$ cat src/rtl/ks_pkg.sv
// Shared constants and helpers for the Karplus-Strong audio path.
// Slot numbering: slot 0 is the left MSB and slot 2*AUDIO_DW-1 is the right LSB.
package ks_pkg;

  localparam int AUDIO_DW        = 8;
  localparam int SLOT_W          = $clog2(2*AUDIO_DW);
  localparam int WS_RISE_SLOT    = AUDIO_DW-1;
  localparam int FRAME_LAST_SLOT = 2*AUDIO_DW-1;

  function automatic int slot_width(input int dw);
    return (dw > 1) ? $clog2(2*dw) : 1;
  endfunction

  // ws leads the data by one bit, so it switches during the LSB of the previous channel
  function automatic logic ws_for_slot(input int slot, input int dw);
    return (slot >= dw-1) && (slot <= 2*dw-2);
  endfunction

endpackage

$ cat src/rtl/i2s_sck_gen.sv
// I2S bit-clock divider: sck toggles every SCK_HALF_DIV clk cycles while enabled,
// with single-cycle strobes marking the cycle in which sck rises or falls.
module i2s_sck_gen #(
  parameter int SCK_HALF_DIV = 1
) (
  input  logic clk,
  input  logic rst_n,
  input  logic en,
  output logic sck,
  output logic sck_rise,
  output logic sck_fall
);

  localparam int DIV_W = (SCK_HALF_DIV > 1) ? $clog2(SCK_HALF_DIV) : 1;

  logic [DIV_W-1:0] div_cnt;
  logic             wrap;

  assign wrap     = en && (div_cnt == DIV_W'(SCK_HALF_DIV-1));
  assign sck_rise = wrap && !sck;
  assign sck_fall = wrap && sck;

  always_ff @(posedge clk or negedge rst_n) begin
    if (!rst_n) begin
      div_cnt <= '0;
      sck     <= 1'b0;
    end else if (!en) begin
      div_cnt <= '0;
      sck     <= 1'b0;
    end else if (wrap) begin
      div_cnt <= '0;
      sck     <= ~sck;
    end else begin
      div_cnt <= div_cnt + DIV_W'(1);
    end
  end

endmodule

$ cat src/rtl/i2s_tx_serializer.sv
// Philips-format I2S transmitter: a one-entry stereo holding buffer feeding a
// frame shift word, with frame and underrun strobes for the status logic.
module i2s_tx_serializer #(
  parameter int AUDIO_DW     = ks_pkg::AUDIO_DW,
  parameter int SCK_HALF_DIV = 1
) (
  input  logic                clk,
  input  logic                rst_n,
  input  logic                en_i,
  input  logic [AUDIO_DW-1:0] l_data_i,
  input  logic [AUDIO_DW-1:0] r_data_i,
  input  logic                valid_i,
  output logic                ready_o,
  output logic                sck_o,
  output logic                ws_o,
  output logic                sd_o,
  output logic                frame_o,
  output logic                underrun_o
);

  import ks_pkg::*;

  localparam int                SW        = slot_width(AUDIO_DW);
  localparam int                WW        = 2*AUDIO_DW;
  localparam logic [SW-1:0]     LAST_SLOT = SW'(WW-1);

  logic          sck_fall;
  logic          sck_rise_unused;
  logic [SW-1:0] slot, slot_nxt;
  logic [WW-1:0] word, word_nxt;
  logic [WW-1:0] buf_word;
  logic          buf_full;
  logic          load;
  logic          xfer;

  i2s_sck_gen #(
    .SCK_HALF_DIV(SCK_HALF_DIV)
  ) u_sck_gen (
    .clk      (clk),
    .rst_n    (rst_n),
    .en       (en_i),
    .sck      (sck_o),
    .sck_rise (sck_rise_unused),
    .sck_fall (sck_fall)
  );

  assign ready_o = en_i && !buf_full;
  assign xfer    = valid_i && ready_o;
  assign load    = sck_fall && (slot == LAST_SLOT);

  // An empty buffer at load time leaves the previous word in place, so the frame repeats
  always_comb begin
    slot_nxt = (slot == LAST_SLOT) ? '0 : slot + SW'(1);
    word_nxt = word;
    if (load && buf_full)
      word_nxt = buf_word;
  end

  always_ff @(posedge clk or negedge rst_n) begin
    if (!rst_n) begin
      slot       <= LAST_SLOT;
      word       <= '0;
      ws_o       <= 1'b0;
      sd_o       <= 1'b0;
      frame_o    <= 1'b0;
      underrun_o <= 1'b0;
    end else if (!en_i) begin
      slot       <= LAST_SLOT;
      word       <= '0;
      ws_o       <= 1'b0;
      sd_o       <= 1'b0;
      frame_o    <= 1'b0;
      underrun_o <= 1'b0;
    end else begin
      frame_o    <= load;
      underrun_o <= load && !buf_full;
      if (sck_fall) begin
        slot <= slot_nxt;
        word <= word_nxt;
        ws_o <= ws_for_slot(int'(slot_nxt), AUDIO_DW);
        sd_o <= word_nxt[SW'(WW-1) - slot_nxt];
      end
    end
  end

  // A transfer can only coincide with a load when the buffer is empty, so the
  // load sees the old (empty) state and the new pair waits for the next frame
  always_ff @(posedge clk or negedge rst_n) begin
    if (!rst_n) begin
      buf_word <= '0;
      buf_full <= 1'b0;
    end else if (!en_i) begin
      buf_word <= '0;
      buf_full <= 1'b0;
    end else if (xfer) begin
      buf_word <= {l_data_i, r_data_i};
      buf_full <= 1'b1;
    end else if (load) begin
      buf_full <= 1'b0;
    end
  end

endmodule

$ cat config.mk
export PLATFORM = sky130hd
export DESIGN_NAME = i2s_tx_serializer
export DESIGN_NICKNAME = d
export VERILOG_FILES = /design/src/rtl/ks_pkg.sv /design/src/rtl/i2s_sck_gen.sv /design/src/rtl/i2s_tx_serializer.sv
export SDC_FILE = /design/constraint.sdc
export NUM_CORES = 1
export LEC_CHECK = 0
export ABC_AREA = 1
export BUFFER_PORTS_ARGS = -buffer_cell sky130_fd_sc_hd__clkbuf_2
export CORE_MARGIN = 4
export CORE_UTILIZATION = 45
export DETAILED_ROUTE_END_ITERATION = 8
export SLEW_MARGIN = 20
export SYNTH_ARGS = -nofsm -noshare
export SYNTH_HDL_FRONTEND = slang
export SYNTH_SLANG_ARGS = --single-unit
$ cat constraint.sdc
create_clock -name clk -period 2.2 [get_ports clk]
set_clock_uncertainty 0.05 [all_clocks]
set_input_delay 0.11 -clock clk [delete_from_list [all_inputs] [get_ports clk]]
set_output_delay 0.11 -clock clk [all_outputs]
set_load 0.02 [all_outputs]
==> metrics.yaml, run 1 <==
outcome: "finished, final reports clean"
grtUsageTotal_pct: 15.8
ir_drop_mv: 0.274
drv_slew: 0
ys_top_cells_by_area: "dfrtp_1, nand3_1, nand2_1"
cts_tree: "done"
synth_area_per_cell_sq_um: 8.22
ioPinCount: 26
final_common_cell: "nand3_1"
drt_iter0_drc: 84
rsz0062_at_grt: "false"
power.density_nw_per_um2: 694
overflow: 0
maxCapViolations: 0
final_cell_mix: "nand3_1, nand2_1, inv_1, dfrtp_1, clkbuf_2"
cp-start-kind: "flop"
area_growth_pct: 14.1
syn_area_sq_um: 2100
cts_max_path_buffers: 2
yosys_warnings: 0
cts_made_buffers: 5
synthDistinctLibCells: 29
post-route-drc-count: 0
synthesis.nets: 277
cts.repair.resized: 0
drt-pass1-iter-count: 4
r2r_setup_slack_ns: 0.23
cts_setup_buffers: 0
antenna_cells: 0
final_hold_viol_count: 0
grt_max_degree: 27
row_count: 24
setup_viol: 0
period_share_pct: 89.5
min_path_type: "input port to flop"
hold_path_depth: 3
cts_max_level: 2
viasPerCell: 5.11
core_sq_um: 4440
wl_per_cell_um: 13.1
yosysTopAreaCellShare_pct: 46.5
drt-total-wl_um: 4410
grt_pass1_vias: 1605
synth-seq-area-share_pct: 51.6
reg2reg_depth: 10
synthCells: 255
vias: 1721
ys_seq_elements: 43
endpoint: "sd_o"
reg2reg_from: "slot[1]"
finalPower_mw: 1.66
required_ns: 2.33
r2r_end: "sd_o"
leakagePower_nw: 1.22
die_h_um: 76.3
final_antenna_net_count: 0
clock_latency_ns: 0.29
yosys.area.top_type: "dfrtp_1"
cts.sinks: 43
hp-start: "r_data_i[0]"
path_clk_slew_ns: 0.08
period_needed_ns: 1.97
worstSetupEndpointType: "flop"
max_freq_mhz: 508
nFillCells: 455
start_util_pct: 47.2
crit_type: "flop to flop"
grt_pass1_wl_um: 7540
crit_path_start: "slot[1]"
final_nets: 306
tns_ns: 0
gp_congestion: 0.802
layout-drive-gt1-share_pct: 16.8
io_buffers: 25
dp.final_hpwl_um: 3180
die-area_sq_um: 5820
arrival_ns: 2.10
antenna_found_initial: 0
chipWidth_um: 76.3
cts-root-buf: "clkbuf_8"
crit_fanout: 9
-- report_power, final --
part           switching [mW]  leakage (nW)  total (mW)  internal (mW)
Sequential             0.0170         0.571       0.852          0.835
Clock                   0.259        0.0515       0.546          0.287
Combinational           0.178         0.601       0.262         0.0835
Total                   0.455          1.22        1.66           1.20
-- final cells by class --
| type | instances | area [sq um] | area share (%) |
|---|---|---|---|
| inverter | 41 | 154 | 6.43 |
| timing repair buffer | 30 | 165 | 6.90 |
| tap | 52 | 65.1 | 2.72 |
| sequential | 43 | 1080 | 45.2 |
| clock buffer | 8 | 100 | 4.18 |
| multi-input combinational | 163 | 827 | 34.6 |
-- how the worst min path moves through the flow --
| stage | end | slack (ns) |
|---|---|---|
| floorplan | buf_full | -0.24 |
| global placement | word[11] | 0.03 |
| detailed placement | word[11] | 0.03 |
| CTS | buf_word[3] | 0.001 |
| global route | buf_word[3] | 0.01 |
| finish | buf_word[0] | 0.002 |
-- metal layers --
layer,wire length [um],up-vias,global-route usage [%],share of wire [%]
li1,-,875,-,-
met3,202,7,2.72,4.6
met4,58,0,4.89,1.3
met5,0,-,0,0
met2,1940,37,23.9,44
met1,2210,802,23.1,50
-- Yosys cell counts --
| master | count |
|---|---|
| a211o_1 | 1 |
| a21oi_1 | 1 |
| a22oi_1 | 2 |
| a32o_1 | 1 |
| buf_1 | 1 |
| buf_2 | 1 |
| buf_4 | 1 |
| buf_6 | 1 |
| clkbuf_1 | 5 |
| clkinv_1 | 1 |
| conb_1 | 1 |
| dfrtp_1 | 39 |
| dfstp_2 | 4 |
| ha_1 | 2 |
| inv_1 | 39 |
| inv_2 | 1 |
| nand2_1 | 42 |
| nand2_2 | 1 |
| nand2_4 | 1 |
| nand3_1 | 63 |
| nand3_4 | 2 |
| nand4_1 | 1 |
| nor2_1 | 22 |
| nor2_2 | 1 |
| nor2_8 | 1 |
| nor3_1 | 1 |
| o21ai_0 | 17 |
| xnor2_1 | 1 |
| xor2_1 | 1 |
-- critical path: stages, from the launching register on --
cell and delay (ns):
dfstp_2 0.56, ha_1 0.23, nand3_4 0.16, nand2_2 0.10
clkinv_1 0.24, nand3_1 0.18, nand3_1 0.10, nand3_1 0.08
nand3_1 0.07, nand2_1 0.06, nand2_1 0.04
-- sequential cells by signal (all words and copies together), names as in the netlist --
register,count
buf_full,1
buf_word,16
frame_o,1
sd_o,1
slot,4
u_sck_gen.div_cnt,1
u_sck_gen.sck,1
underrun_o,1
word,16
ws_o,1
-- stage by stage --
| step | area, sq um | hold WS, ns | cells | worst slack (ns) | util (%) |
|---|---|---|---|---|---|
| floorplan | 2100 | -0.236 | 255 | 0.357 | - |
| global placement | 2270 | 0.0348 | 327 | 0.227 | 51.1 |
| detailed placement | 2270 | 0.0320 | 327 | 0.184 | 51.1 |
| CTS | 2380 | 0.00123 | 336 | 0.162 | 53.6 |
| global route | 2390 | 0.0137 | 337 | 0.0321 | 53.8 |
| finish | 2390 | 0.00187 | 337 | 0.230 | 53.8 |
-- timing repair --
action	in CTS	in global routing
hold buffers	1	0
endpoints found under the setup margin	0	1
hold endpoints to repair	13	0
-- logic make-up after synthesis --
logic type	count (synthesis)	share of synthesized area, %
flops	43	51.6
fa+ha+maj	2	1.19
buf+inv	50	9.55
simple gates	135	30.8
xor+xnor	2	0.835
compound gates	22	5.91
other cells	1	0.179
Note: power is estimated with default switching activity, not from simulation.
==> run 2, diff against run 1 <==
--- a/config.mk
+++ b/config.mk
@@ -10,6 +10,7 @@
 export CORE_MARGIN = 4
 export CORE_UTILIZATION = 45
 export DETAILED_ROUTE_END_ITERATION = 8
+export MAX_ROUTING_LAYER = met4
 export SLEW_MARGIN = 20
 export SYNTH_ARGS = -nofsm -noshare
 export SYNTH_HDL_FRONTEND = slang
==> run 2 against run 1 <==
Setup slack better by 0.0090 ns. Clock power about the same. Die area unchanged. Cell count unchanged. Count of clock-buffer cells in the layout unchanged. Critical path type unchanged. Largest power group unchanged.
==> metrics.yaml, run 2 (same netlist as run 1, synthesis figures left out) <==
outcome: "finished, final reports clean"  # unchanged
drt_iter0_drc: 94  # was 84
max_freq_mhz: 510  # was 508 MHz
worstSetupEndpointType: "flop"  # unchanged
drt-total-wl_um: 4430  # was 4410 um
path_clk_slew_ns: 0.08  # about the same
maxCapViolations: 0  # unchanged
drt-pass1-iter-count: 4  # unchanged
core_sq_um: 4440  # unchanged
overflow: 0  # unchanged
slowest_stage: "dfstp_2"  # unchanged
wl_per_cell_um: 13.1  # about the same
grtUsageTotal_pct: 16.2  # was 15.8%
cp-start-kind: "flop"  # unchanged
drv_slew: 0  # unchanged
reg2reg_from: "slot[1]"  # unchanged
critPathMaxStageDelay_ns: 0.56  # about the same
top_regs: "buf_word x16, word x16, slot x4"  # unchanged
cts_tree: "done"  # unchanged
required_ns: 2.34  # was 2.33 ns
crit_type: "flop to flop"  # unchanged
final_antenna_net_count: 0  # unchanged
grt_max_degree: 27  # unchanged
layout-drive-gt1-share_pct: 16.8  # unchanged
cts_max_path_buffers: 2  # unchanged
clock_latency_ns: 0.29  # about the same
post-route-drc-count: 0  # unchanged
ir_drop_mv: 0.274  # about the same
cts.sinks: 43  # unchanged
chipWidth_um: 76.3  # unchanged
viasPerCell: 5.08  # was 5.11
rsz0062_at_grt: "false"  # unchanged
stdcell_count: 337  # unchanged
cts_setup_buffers: 0  # unchanged
area_growth_pct: 14.1  # unchanged
die-area_sq_um: 5820  # unchanged
cts.repair.resized: 0  # unchanged
cts_made_buffers: 5  # unchanged
io_buffers: 25  # unchanged
die_h_um: 76.3  # unchanged
row_count: 24  # unchanged
min_path_type: "input port to flop"  # unchanged
power.density_nw_per_um2: 694  # about the same
grt_pass1_vias: 1609  # was 1,605
dp.cells: 327  # unchanged
vias: 1711  # was 1,721
period_share_pct: 89.1  # was 89.5%
final_common_cell: "nand3_1"  # unchanged
path_common_cell: "nand3_1"  # unchanged
crit_buf_inv: 1  # unchanged
tns_ns: 0  # unchanged
start_util_pct: 47.2  # unchanged
cts-root-buf: "clkbuf_8"  # unchanged
final_hold_viol_count: 0  # unchanged
arrival_ns: 2.10  # about the same
dp.final_hpwl_um: 3180  # unchanged
antenna_cells: 0  # unchanged
ioPinCount: 26  # unchanged
leakagePower_nw: 1.22  # unchanged
final_cell_mix: "nand3_1, nand2_1, inv_1, dfrtp_1, clkbuf_2"  # unchanged
crit_fanout: 9  # unchanged
crit_family: "simple AND/OR/NAND/NOR gates"  # unchanged
period_needed_ns: 1.96  # was 1.97 ns
cts_max_level: 2  # unchanged
gp_congestion: 0.814  # was 0.802
setup_viol: 0  # unchanged
antenna_found_initial: 0  # unchanged
hp-start: "r_data_i[0]"  # unchanged
grt_pass1_wl_um: 7530  # was 7540 um
crit_chain: "ha_1 -> nand3_4 -> nand2_2 -> clkinv_1 -> nand3_1 -> nand3_1 -> nand3_1 -> nand3_1 -> nand2_1 -> nand2_1"  # unchanged
crit_path_start: "slot[1]"  # unchanged
final_nets: 306  # unchanged
run 2: final timing paths:
path,slack (ns),end,cells after the start
max,0.24,sd_o,10
min,0.004,buf_word[0],3
max reg2reg,0.24,sd_o,10
min reg2reg,0.45,ws_o,1
max in group asynchronous,1.18,buf_word[4],3
min in group asynchronous,0.24,word[11],2
run 2: area by class of cell:
cell class / count / area [sq um]
flip-flops and latches: 43 / 1080
well taps: 52 / 65.1
fillers: 455 / 2050
repair buffers: 30 / 165
multi-input cells: 163 / 827
clock buffers: 8 / 100
inverters: 41 / 154
run 2: through the flow:
| step | power, mW | instance area (sq um) | util (%) | hold WS (ns) | setup slack (ns) |
|---|---|---|---|---|---|
| CTS | 1.67 | 2380 | 53.6 | 0.00123 | 0.162 |
| global route | 1.75 | 2390 | 53.8 | 0.0137 | 0.0321 |
| detailed placement | 1.13 | 2270 | 51.1 | 0.0320 | 0.184 |
| finish | 1.66 | 2390 | 53.8 | 0.00351 | 0.239 |
| floorplan | 1.04 | 2100 | - | -0.236 | 0.357 |
| global placement | 1.12 | 2270 | 51.1 | 0.0348 | 0.227 |
run 2: what timing repair did:
item	in CTS	in global routing
endpoints found under the setup margin	0	1
endpoints found under the hold margin	13	0
hold buffers	1	0
run 2: where the power goes:
group	internal, mW	leakage (nW)	switching (mW)	total (mW)
Sequential	0.835	0.571	0.0170	0.852
Combinational	0.0835	0.601	0.178	0.261
Clock	0.287	0.0515	0.260	0.547
Total	1.20	1.22	0.455	1.66
run 2: worst reg2reg max path: stages, from the launching register on:
cell and delay (ns):
dfstp_2 0.56, ha_1 0.23, nand3_4 0.16, nand2_2 0.10
clkinv_1 0.23, nand3_1 0.18, nand3_1 0.08, nand3_1 0.09
nand3_1 0.08, nand2_1 0.06, nand2_1 0.04
run 2: metal layers:
metal	wire (um)	track usage, %	vias up
met4	49	4.89	0
met5	0	-	-
li1	-	-	878
met2	1960	23.9	46
met1	2180	23.1	781
met3	232	2.72	6
==> run 3, diff against run 2 <==
--- a/config.mk
+++ b/config.mk
@@ -11,6 +11,7 @@
 export CORE_UTILIZATION = 45
 export DETAILED_ROUTE_END_ITERATION = 8
 export MAX_ROUTING_LAYER = met4
+export PLACE_DENSITY = 0.7
 export SLEW_MARGIN = 20
 export SYNTH_ARGS = -nofsm -noshare
 export SYNTH_HDL_FRONTEND = slang
==> run 3 against run 2 <==
Routed wire length grew 0.99%. Setup slack lost 0.056 ns. Via count grew 1.6%.
==> metrics.yaml, run 3 (same netlist as run 1, synthesis figures left out) <==
outcome: "finished, final reports clean"  # unchanged
grt_max_degree: 31  # was 27
drt-pass1-iter-count: 4  # unchanged
final_cell_mix: "nand3_1, nand2_1, inv_1, dfrtp_1, clkbuf_2"  # unchanged
power.density_nw_per_um2: 669  # was 694 nW/um^2
cts.sinks: 43  # unchanged
ioPinCount: 26  # unchanged
fin_util_pct: 53.6  # was 53.8%
period_share_pct: 91.7  # was 89.1%
max_freq_mhz: 496  # was 510 MHz
cts-root-buf: "clkbuf_8"  # unchanged
tns_ns: 0  # unchanged
drv_slew: 0  # unchanged
final_nets: 306  # unchanged
finalPower_mw: 1.59  # was 1.66 mW
die_h_um: 76.3  # unchanged
worstSetupEndpointType: "flop"  # unchanged
clock_latency_ns: 0.29  # about the same
viasPerCell: 5.16  # was 5.08
period_needed_ns: 2.02  # was 1.96 ns
rsz0062_at_grt: "false"  # unchanged
core_sq_um: 4440  # unchanged
grtUsageTotal_pct: 16.4  # was 16.2%
top_regs: "buf_word x16, word x16, slot x4"  # unchanged
vias: 1738  # was 1,711
grt_pass1_vias: 1654  # was 1,609
grt_pass1_wl_um: 7580  # was 7530 um
path_clk_slew_ns: 0.08  # about the same
worst_slew_pin_slew_ns: 0.655
crit_type: "flop to flop"  # unchanged
wl_per_cell_um: 13.3  # was 13.1 um
cts_tree: "done"  # unchanged
maxCapViolations: 0  # unchanged
drt_iter0_drc: 91  # was 94
cts_max_level: 2  # unchanged
post-route-drc-count: 0  # unchanged
dp.final_hpwl_um: 3100  # was 3180 um
antenna_found_initial: 0  # unchanged
slew_headroom_pct: 56.4
gp_congestion: 0.858  # was 0.814
final_antenna_net_count: 0  # unchanged
min_path_type: "input port to flop"  # unchanged
arrival_ns: 2.15  # was 2.10 ns
area_growth_pct: 13.5  # was 14.1%
leakagePower_nw: 1.21  # was 1.22 nW
io_buffers: 25  # unchanged
layout-drive-gt1-share_pct: 16.8  # unchanged
start_util_pct: 47.2  # unchanged
row_count: 24  # unchanged
antenna_cells: 0  # unchanged
cts_made_buffers: 5  # unchanged
final_common_cell: "nand3_1"  # unchanged
drt-total-wl_um: 4470  # was 4430 um
required_ns: 2.34  # about the same
cp-start-kind: "flop"  # unchanged
final_hold_viol_count: 0  # unchanged
ir_drop_mv: 0.480  # was 0.274 mV
crit_fanout: 9  # unchanged
overflow: 0  # unchanged
die-area_sq_um: 5820  # unchanged
cts_max_path_buffers: 2  # unchanged
setup_viol: 0  # unchanged
chipWidth_um: 76.3  # unchanged
run 3: metal layers:
layer / global-route usage, % / share of wire (%) / up-vias
met2: 24.6 / 47 / 50
met1: 21.8 / 46 / 808
li1: - / - / 872
met3: 3.55 / 5.8 / 8
met5: - / 0 / -
met4: 6.52 / 1.7 / 0
run 3: worst paths after layout:
kind | from | to | slack [ns] | cells after the start
max | slot[1] | sd_o | 0.18 | 10
min | l_data_i[1] | buf_word[9] | 0.008 | 3
max reg2reg | slot[1] | sd_o | 0.18 | 10
min reg2reg | sd_o | sd_o | 0.46 | 2
max in group asynchronous | rst_n | slot[2] | 1.18 | 3
min in group asynchronous | rst_n | buf_word[5] | 0.19 | 2
run 3: repair_timing:
action / CTS / global route
resized for setup: 0 / 1
buffers inserted: 0 / 0
hold buffers: 1 / 0
endpoints found under the hold margin: 13 / 0
setup endpoints to repair: 0 / 1
run 3: power breakdown:
part	switching (mW)	internal, mW
Combinational	0.171	0.0818
Sequential	0.0301	0.835
Clock	0.251	0.223
Total	0.453	1.14
run 3: worst max-delay path, cell delays in order, from the launching register on:
cell     delay [ns]
dfstp_2        0.57
ha_1           0.24
nand3_4        0.19
nor2_4         0.23
nand3_1        0.15
nand3_1        0.14
nand3_1        0.07
nand3_1        0.09
nand3_1        0.07
nand2_1        0.06
nand2_1        0.05
run 3: final cells by class:
| type | count | area [sq um] |
|---|---|---|
| Multi-Input combinational cell | 164 | 838 |
| Timing Repair Buffer | 29 | 158 |
| Inverter | 41 | 158 |
| Clock buffer | 7 | 76.3 |
| Clock inverter | 1 | 5.00 |
| Tap cell | 52 | 65.1 |
| Sequential cell | 43 | 1080 |
| Fill cell | 430 | 2060 |
run 3: through the flow:
stage,area (sq um),std cells,setup slack [ns],hold slack (ns)
finish,2380,337,0.183,0.00797
floorplan,2100,255,0.357,-0.236
detailed placement,2260,326,0.152,-0.0283
global placement,2260,326,0.217,-0.0322
global route,2380,337,0.00833,0.0108
CTS,2350,335,0.127,0.00100
